==> src/rtl/key_event_ctrl.sv <==
// key_event_ctrl: debounced multi-key front end raising press/long/release events on a valid/ready port
module key_event_ctrl #(
    parameter int NUM_KEYS     = 4,
    parameter bit ACTIVE_LOW   = 1'b1,
    parameter int TICK_DIV     = 50000,
    parameter int STABLE_TICKS = 20,
    parameter int LONG_TICKS   = 1000
) (
    input  logic                                               clk,
    input  logic                                               rst,
    input  logic [NUM_KEYS-1:0]                                key_raw,
    output logic [NUM_KEYS-1:0]                                key_level,
    output logic                                               evt_valid,
    input  logic                                               evt_ready,
    output logic [(NUM_KEYS > 1 ? $clog2(NUM_KEYS) : 1)-1:0]   evt_key,
    output logic [1:0]                                         evt_type,
    input  logic                                               ovf_clr,
    output logic                                               overflow
);
    localparam int KW = NUM_KEYS > 1 ? $clog2(NUM_KEYS) : 1;
    localparam int PW = $clog2(TICK_DIV);
    localparam int SW = STABLE_TICKS > 1 ? $clog2(STABLE_TICKS) : 1;
    localparam int LW = $clog2(LONG_TICKS + 1);

    logic [NUM_KEYS-1:0] sync1, sync2;
    logic [PW-1:0]       pcnt;
    logic                tick;
    logic [SW-1:0]       cnt [NUM_KEYS];
    logic [LW-1:0]       lcnt [NUM_KEYS];
    logic [NUM_KEYS-1:0] fired;
    logic [NUM_KEYS-1:0] commit, set_p, set_l, set_r;
    logic [NUM_KEYS-1:0] pend_p, pend_l, pend_r;
    logic [NUM_KEYS-1:0] clr_p, clr_l, clr_r;
    logic [NUM_KEYS-1:0] any;
    logic [KW-1:0]       rr, grant, cand;
    logic [KW:0]         sum;
    logic                found, load, drop;
    logic [1:0]          gtype;

    assign tick = pcnt == PW'(TICK_DIV - 1);
    assign any  = pend_p | pend_l | pend_r;
    assign load = !evt_valid || evt_ready;
    assign drop = |((set_p & pend_p & ~clr_p) | (set_l & pend_l & ~clr_l) | (set_r & pend_r & ~clr_r));

    // two-flop synchroniser; polarity is folded in ahead of it so reset means "released"
    always_ff @(posedge clk) begin
        if (rst) begin
            sync1 <= '0;
            sync2 <= '0;
        end else begin
            sync1 <= key_raw ^ {NUM_KEYS{ACTIVE_LOW}};
            sync2 <= sync1;
        end
    end

    // shared free-running sample prescaler
    always_ff @(posedge clk) begin
        if (rst) pcnt <= '0;
        else     pcnt <= tick ? '0 : pcnt + 1'b1;
    end

    // per-key commit and event detection, only meaningful on tick cycles
    always_comb begin
        commit = '0;
        set_p  = '0;
        set_r  = '0;
        set_l  = '0;
        for (int i = 0; i < NUM_KEYS; i++) begin
            commit[i] = tick && sync2[i] != key_level[i] && cnt[i] == SW'(STABLE_TICKS - 1);
            set_p[i]  = commit[i] && sync2[i];
            set_r[i]  = commit[i] && !sync2[i];
            set_l[i]  = tick && key_level[i] && !fired[i] && !commit[i] && lcnt[i] == LW'(LONG_TICKS - 1);
        end
    end

    // debounce counters, committed levels and long-press timers
    always_ff @(posedge clk) begin
        if (rst) begin
            key_level <= '0;
            fired     <= '0;
            for (int i = 0; i < NUM_KEYS; i++) begin
                cnt[i]  <= '0;
                lcnt[i] <= '0;
            end
        end else if (tick) begin
            for (int i = 0; i < NUM_KEYS; i++) begin
                if (commit[i]) begin
                    key_level[i] <= sync2[i];
                    cnt[i]       <= '0;
                    lcnt[i]      <= '0;
                    if (!sync2[i]) fired[i] <= 1'b0;
                end else begin
                    cnt[i] <= sync2[i] != key_level[i] ? cnt[i] + 1'b1 : '0;
                    if (key_level[i] && !fired[i]) begin
                        lcnt[i]  <= lcnt[i] + 1'b1;
                        fired[i] <= set_l[i];
                    end
                end
            end
        end
    end

    // round-robin search for the first key with anything pending, starting at rr
    always_comb begin
        found = 1'b0;
        grant = '0;
        sum   = '0;
        cand  = '0;
        for (int k = 0; k < NUM_KEYS; k++) begin
            sum  = {1'b0, rr} + (KW+1)'(k);
            cand = sum >= (KW+1)'(NUM_KEYS) ? KW'(sum - (KW+1)'(NUM_KEYS)) : sum[KW-1:0];
            if (!found && any[cand]) begin
                found = 1'b1;
                grant = cand;
            end
        end
    end

    // event type of the granted key (press > long > release) and which flag the grant consumes
    always_comb begin
        clr_p = '0;
        clr_l = '0;
        clr_r = '0;
        gtype = 2'b00;
        for (int i = 0; i < NUM_KEYS; i++) begin
            if (grant == KW'(i)) begin
                gtype    = pend_p[i] ? 2'b00 : pend_l[i] ? 2'b10 : 2'b01;
                clr_p[i] = load && found && pend_p[i];
                clr_l[i] = load && found && !pend_p[i] && pend_l[i];
                clr_r[i] = load && found && !pend_p[i] && !pend_l[i] && pend_r[i];
            end
        end
    end

    // pending flags, sticky overflow and the event output register
    always_ff @(posedge clk) begin
        if (rst) begin
            pend_p    <= '0;
            pend_l    <= '0;
            pend_r    <= '0;
            overflow  <= 1'b0;
            evt_valid <= 1'b0;
            evt_key   <= '0;
            evt_type  <= 2'b00;
            rr        <= '0;
        end else begin
            pend_p   <= set_p | (pend_p & ~clr_p);
            pend_l   <= set_l | (pend_l & ~clr_l);
            pend_r   <= set_r | (pend_r & ~clr_r);
            overflow <= drop || (overflow && !ovf_clr);
            if (load) begin
                evt_valid <= found;
                if (found) begin
                    evt_key  <= grant;
                    evt_type <= gtype;
                    rr       <= grant == KW'(NUM_KEYS - 1) ? '0 : grant + 1'b1;
                end
            end
        end
    end
endmodule

==> config.mk <==
export PLATFORM = sky130hd
export DESIGN_NAME = key_event_ctrl
export DESIGN_NICKNAME = d
export VERILOG_FILES = /design/src/rtl/key_event_ctrl.sv
export SDC_FILE = /design/constraint.sdc
export NUM_CORES = 1
export LEC_CHECK = 0
export BUFFER_PORTS_ARGS = -buffer_cell sky130_fd_sc_hd__buf_2
export CAP_MARGIN = 20
export CORE_MARGIN = 5
export CORE_UTILIZATION = 60
export CTS_BUF_LIST = sky130_fd_sc_hd__clkbuf_4
export CTS_CLUSTER_DIAMETER = 40
export DETAILED_ROUTE_END_ITERATION = 16
export PLACE_DENSITY = 0.77
export SKIP_LAST_GASP = 1
export SYNTH_ARGS = -nofsm -noshare
export SYNTH_HDL_FRONTEND = slang
export SYNTH_SLANG_ARGS = --single-unit
==> constraint.sdc <==
create_clock -name clk -period 3.9 [get_ports clk]
set_clock_uncertainty 0.1 [all_clocks]
set_input_delay 0.585 -clock clk [delete_from_list [all_inputs] [get_ports clk]]
set_output_delay 0.585 -clock clk [all_outputs]
set_load 0.01 [all_outputs]
* Word level (Yosys, flattened, before mapping)
Memory sizes are Yosys's and may differ from the RTL's. Index checks and enable logic that the tools add are counted.
Storage, ports and cells: register bits 52, latch bits 0, bits in writable memories 60, ROM bits 0, input bits 8, output and inout port bits 10, logic and storage cells 337, memories 2
Operators by class: add/sub/neg operators 17, $mul 0, divide/modulo/power cells 0, magnitude comparators 8, eq/ne operators 20, shift-type cells 0, muxes and demuxes 131, bitwise logic cells 36, reduce and logical (&&, ||, !) cells 104
Memory list:
- lcnt | words 4, bits a word 10, read ports 4, clocked after Yosys merged registers in 0, wr ports 4, line 29 | logic [LW-1:0] lcnt [NUM_KEYS];
- cnt | words 4, bits a word 5, read ports 4, clocked after Yosys merged registers in 0, wr ports 4, line 28 | logic [SW-1:0] cnt [NUM_KEYS];
Operators with widths (number):
- $mux W1 | 86
- $mux W10 | 8
- $logic_and A1 B1 Y1 | 61
- $mux W5 | 12
- $mux W2 | 21
- $add A10 B1 Y10 const B | 4
- $eq A10 B10 Y1 const B | 4
- $and A4 B4 Y4 | 9
- $or A4 B4 Y4 | 7
- $logic_not A1 Y1 | 25
- $add A5 B1 Y5 const B | 4
- $eq A5 B5 Y1 const B | 4
- $add A16 B1 Y16 const B | 1
- $eq A16 B16 Y1 const B | 1
- $not A4 Y4 | 4
- $or A1 B1 Y1 | 16
- $lt A2 B3 Y1 const B | 4
- $reduce_and A3 Y1 | 4
- $reduce_and A2 Y1 | 5
- $ge A3 B3 Y1 const B | 3
- $bmux W1 S2 | 4
- $ne A2 B2 Y1 const B | 4
- $reduce_bool A2 Y1 | 4
- $sub A2 B1 Y2 const B | 4
- 11 further kinds | 17

* Depth between registers and ports, before layout
depth after elaboration 24, mapped depth 13, gate-level depth less buffers 12

* Worst setup path after synthesis
No wires, ideal clock.
path type register -> register, from register pcnt[4], to memory cnt[0][0] (netlist bit) (enable), setup time 385 ps, arrival time 2343 ps, data required time 3415 ps, path slack 1072 ps, cell stages (with the launch flop) 6, buffers on the path 2, clock period less this slack 2828 ps, path through dfxtp_1 or4_4 or4_4 nand2b_1 clkbuf_1 clkbuf_1
RTL lines:
- start, declared | line 26 | logic [PW-1:0] pcnt;
- start signal, assigned | line 59 | else pcnt <= tick ? '0 : pcnt + 1'b1;
- end, declared | line 28

* Worst setup path in the final report
from register pend_p[0], to register overflow
On the way: elaborated cells between the ends (all ways) 73, those cells by class eq/ne: 3; mux: 28; bitwise: 11; reduce/logical: 31
RTL lines:
- start, declared | line 32 | logic [NUM_KEYS-1:0] pend_p, pend_l, pend_r;
- start signal, assigned | line 147 | pend_p <= set_p | (pend_p & ~clr_p);
- $or A4 B4 Y4 (*) (2 in series) | line 41 | assign any = pend_p | pend_l | pend_r;
- $bmux W1 S2 | line 112 | if (!found && any[cand]) begin
- $mux W1 (not written as such) | line 112
- $mux W1 | line 112
- $logic_not A1 Y1 | line 112
- $logic_and A1 B1 Y1 | line 112
- $mux W1 | line 112
- $logic_not A1 Y1 | line 112
- [5 not listed]
- net grant[1] | line 35 | logic [KW-1:0] rr, grant, cand;
- $eq A2 B1 Y1 (tied with other cells) | line 126 | if (grant == KW'(i)) begin
- $mux W1 | line 126
- $not A4 Y4 | line 43 | assign drop = |((set_p & pend_p & ~clr_p) | (set_l & pend_l & ~clr_l) | (set_r & pend_r & ~clr_r));
- $and A4 B4 Y4 | line 43
- $or A4 B4 Y4 | line 43
- $or A4 B4 Y4 (*) | line 43
- $reduce_or A4 Y1 (*) | line 43
- $logic_or A1 B1 Y1 (*) | line 150 | overflow <= drop || (overflow && !ovf_clr);
- end signal, assigned | line 150
- end, declared | line 18 | output logic overflow
Mark *: on every way through the listed nets, which the timed path passes. The rest lies on a longest branch. The select of a mux whose other input is x is not followed. A chain may end at the register's enable or synchronous reset.

==> impl_metrics.json <==
{
  "status": "completed",
  "setup.worst_path.class": "reg -> reg",
  "start_kind": "flip-flop",
  "dieWidth_um": 105.5,
  "grt_usage": 0.1825,
  "async_flop_share": 0,
  "drt-vias-per-instance": 5.838,
  "nNetsFinal": 600,
  "core_area_um2": 8806,
  "grt_pass1_wl_um": 16970,
  "gr-total-overflow": 0,
  "synth.area.top_cells": "edfxtp_1 33%, dfxtp_1 19%, nor2_1 6.4%",
  "fin_crit_sh": 0.7894,
  "hold_path_class": "in -> reg",
  "synth-seq-cells": 112,
  "ioPinCount": 18,
  "synth_fp_nets": 580,
  "numCtsBuffers": 9,
  "p_leak_nw": 2.015,
  "place_congestion": 0.8798,
  "vias": 4040,
  "cp_data_arrival_time_ns": 3.34,
  "ctsRootBufferMaster": "clkbuf_4",
  "rows": 34,
  "cts_num_sinks": 112,
  "cap_violations": 0,
  "num_antenna_cells": 0,
  "ant_nets": 0,
  "areaGrowthSynthToFinish_pct": 6.179,
  "holdCritStartpoint": "key_raw[3]",
  "cts_hold_buffers": 0,
  "power_density_nw_per_um2": 339.3,
  "drc_errors": 0,
  "ys_warn_count": 0,
  "drv_slew": 0,
  "r2r_slack_ns": 0.82,
  "cts_tree": "built",
  "wirelength_um": 9950,
  "avgSynthCellArea_um2": 9.781,
  "synth_edf_count": 60,
  "cp.required_ns": 4.16,
  "antenna_found_initial": 0,
  "clk_latency_ns": 0.47,
  "peakVddDrop_mv": 0.2838,
  "drt_iter0_drc": 236,
  "dp_slack_ns": 0.9210,
  "drive_gt1_frac": 0.07705,
  "fin_ws_ns": 0.8214,
  "htree_levels": 3,
  "wl_per_cell_um": 14.38,
  "syn_inst": 559,
  "cts.repair.resized": 0,
  "die-height_um": 105.5,
  "synth_area_um2": 5468,
  "final_core_util": 0.6593,
  "clk_pin_slew_ns": 0.19,
  "r2r_cells": 10,
  "synth.distinct_cells": 51,
  "cts_setup_buffers": 0,
  "fill_cells": 698,
  "clock_path_buffers": 2,
  "synth_area_leader_cell": "edfxtp_1",
  "synth.most_common_cell": "nor2_1",
  "fmax_mhz": 324.8,
  "dieArea_um2": 11120,
  "port_buffers": 17,
  "crit_fanout": 6,
  "whs_path_depth": 2,
  "ys.flop_type": "edfxtp_1",
  "grt_max_degree": 35,
  "period_minus_slack_ns": 3.079,
  "finalHoldViolCount": 0,
  "first_pass_iters": 5,
  "start_util": 0.6209,
  "hold_path_end": "sync1[3]",
  "cp-end-kind": "flip-flop",
  "slew_headroom": 0.3851,
  "rsz0062_at_grt": "no",
  "grt_pass1_vias": 3783,
  "tightest_slew_ns": 0.9124,
  "r2r_end": "overflow",
  "setup_viol": 0,
  "yosys-top-cells-count": "93 x nor2_1, 60 x edfxtp_1, 52 x dfxtp_1, 38 x nand2_1, 36 x a21oi_1",
  "seq_area_frac_synth": 0.5199,
  "tns_ns": 0,
  "dpl.hpwl_um": 7191,
  "yosysTopAreaCellShare": 0.3295,
  "r2r-start": "pend_p[0]"
}
[cell usage in the layout (no fill, tap or decap), types with 3 or more instances in the layout]
cell       netlist  layout
a21oi_1         36      36
inv_6            0       3
xnor2_1         24      24
clkbuf_4         0       9
or4_4            3       3
o21ai_0         27      27
nand3_1         34      34
nor2_1          93      93
or3_1           14      14
nand2_1         38      38
buf_4            0       3
nor4_1           5       5
nand4b_1         3       3
buf_2            0      17
and3_1          13      13
nand3b_1         3       3
edfxtp_1        60      60
nand4_1         10      10
nand4bb_1        3       3
nor3_1           9       9
inv_8            0       3
xor2_1          32      32
inv_1           17      17
and2_1           3       3
nor2b_1          8       8
ha_1            13      13
nand2b_1        14      14
dfxtp_1         52      52
[sequential cells by signal (all words and copies together) (netlist names)]
register   flops
evt_valid      1
pend_r         4
pend_p         4
cnt           20
evt_key        2
fired          4
evt_type       2
key_level      4
sync2          4
sync1          4
rr             2
pcnt          16
pend_l         4
overflow       1
lcnt          40
[where the power goes]
group	internal [mW]	total [mW]	switching (mW)
Sequential	1.28	1.31	0.0326
Clock	0.157	0.575	0.418
Combinational	0.0380	0.0861	0.0481
Total	1.47	1.97	0.498
[critical path, cell delays in order (launching register included)]
cell and delay, ns:
dfxtp_1 0.38, nor3_1 0.48, o21ai_0 0.15, a21oi_1 0.17, a2bb2oi_1 0.36, ha_1 0.34
inv_1 0.10, o41ai_1 0.41, o22ai_1 0.16, nor3_1 0.23, a31oi_1 0.10
[layout make-up]
| class | instances | area [µm²] | area share |
|---|---|---|---|
| flip-flops and latches | 112 | 2843 | 0.4897 |
| inverters | 17 | 63.81 | 0.01099 |
| repair buffers | 20 | 107.6 | 0.01853 |
| clock buffers | 9 | 67.56 | 0.01164 |
| well taps | 108 | 135.1 | 0.02328 |
| multi-input cells | 419 | 2512 | 0.4328 |
| clock inverters | 7 | 76.32 | 0.01315 |
[kinds of logic after synthesis]
family,share of synthesized area
and+or+nand+nor,0.2439
DFF,0.5199
AOI/OAI and AO/OA,0.09405
xor gates and xnor gates,0.08970
buffers and inverters,0.02059
adders and majority gates,0.02975
muxes,0.002059
[stage by stage]
stage | hold WS (ns) | std cells | area [µm²] | power [mW]
after global routing | 0.07973 | 692 | 5806 | 2.060
after detailed placement | 0.3298 | 676 | 5662 | 1.420
final | 0.1291 | 692 | 5806 | 1.970
after global placement | 0.3312 | 676 | 5662 | 1.415
after floorplan | 0.3138 | 559 | 5468 | 1.395
after CTS | 0.1052 | 692 | 5806 | 1.987
[routing by layer]
layer / track usage / share of wire / vias up
met2: 0.3046 / 0.48 / 67
met4: 0.05248 / 0.0095 / 0
met5: 0 / 0 / -
li1: - / - / 2034
met3: 0.03667 / 0.036 / 8
met1: 0.2419 / 0.47 / 1931
[worst max path at each step]
stage | from | end | slack (ns)
final | pend_p[0] | overflow | 0.82
after global routing | pend_p[0] | evt_type[0] | 0.50
after CTS | pend_r[0] | evt_type[0] | 0.88
after detailed placement | pend_r[0] | evt_type[0] | 0.92
after global placement | pend_p[2] | evt_type[0] | 1.05
after floorplan | pcnt[4] | cnt[0][0] | 1.07
(Power assumes the default switching activity.)
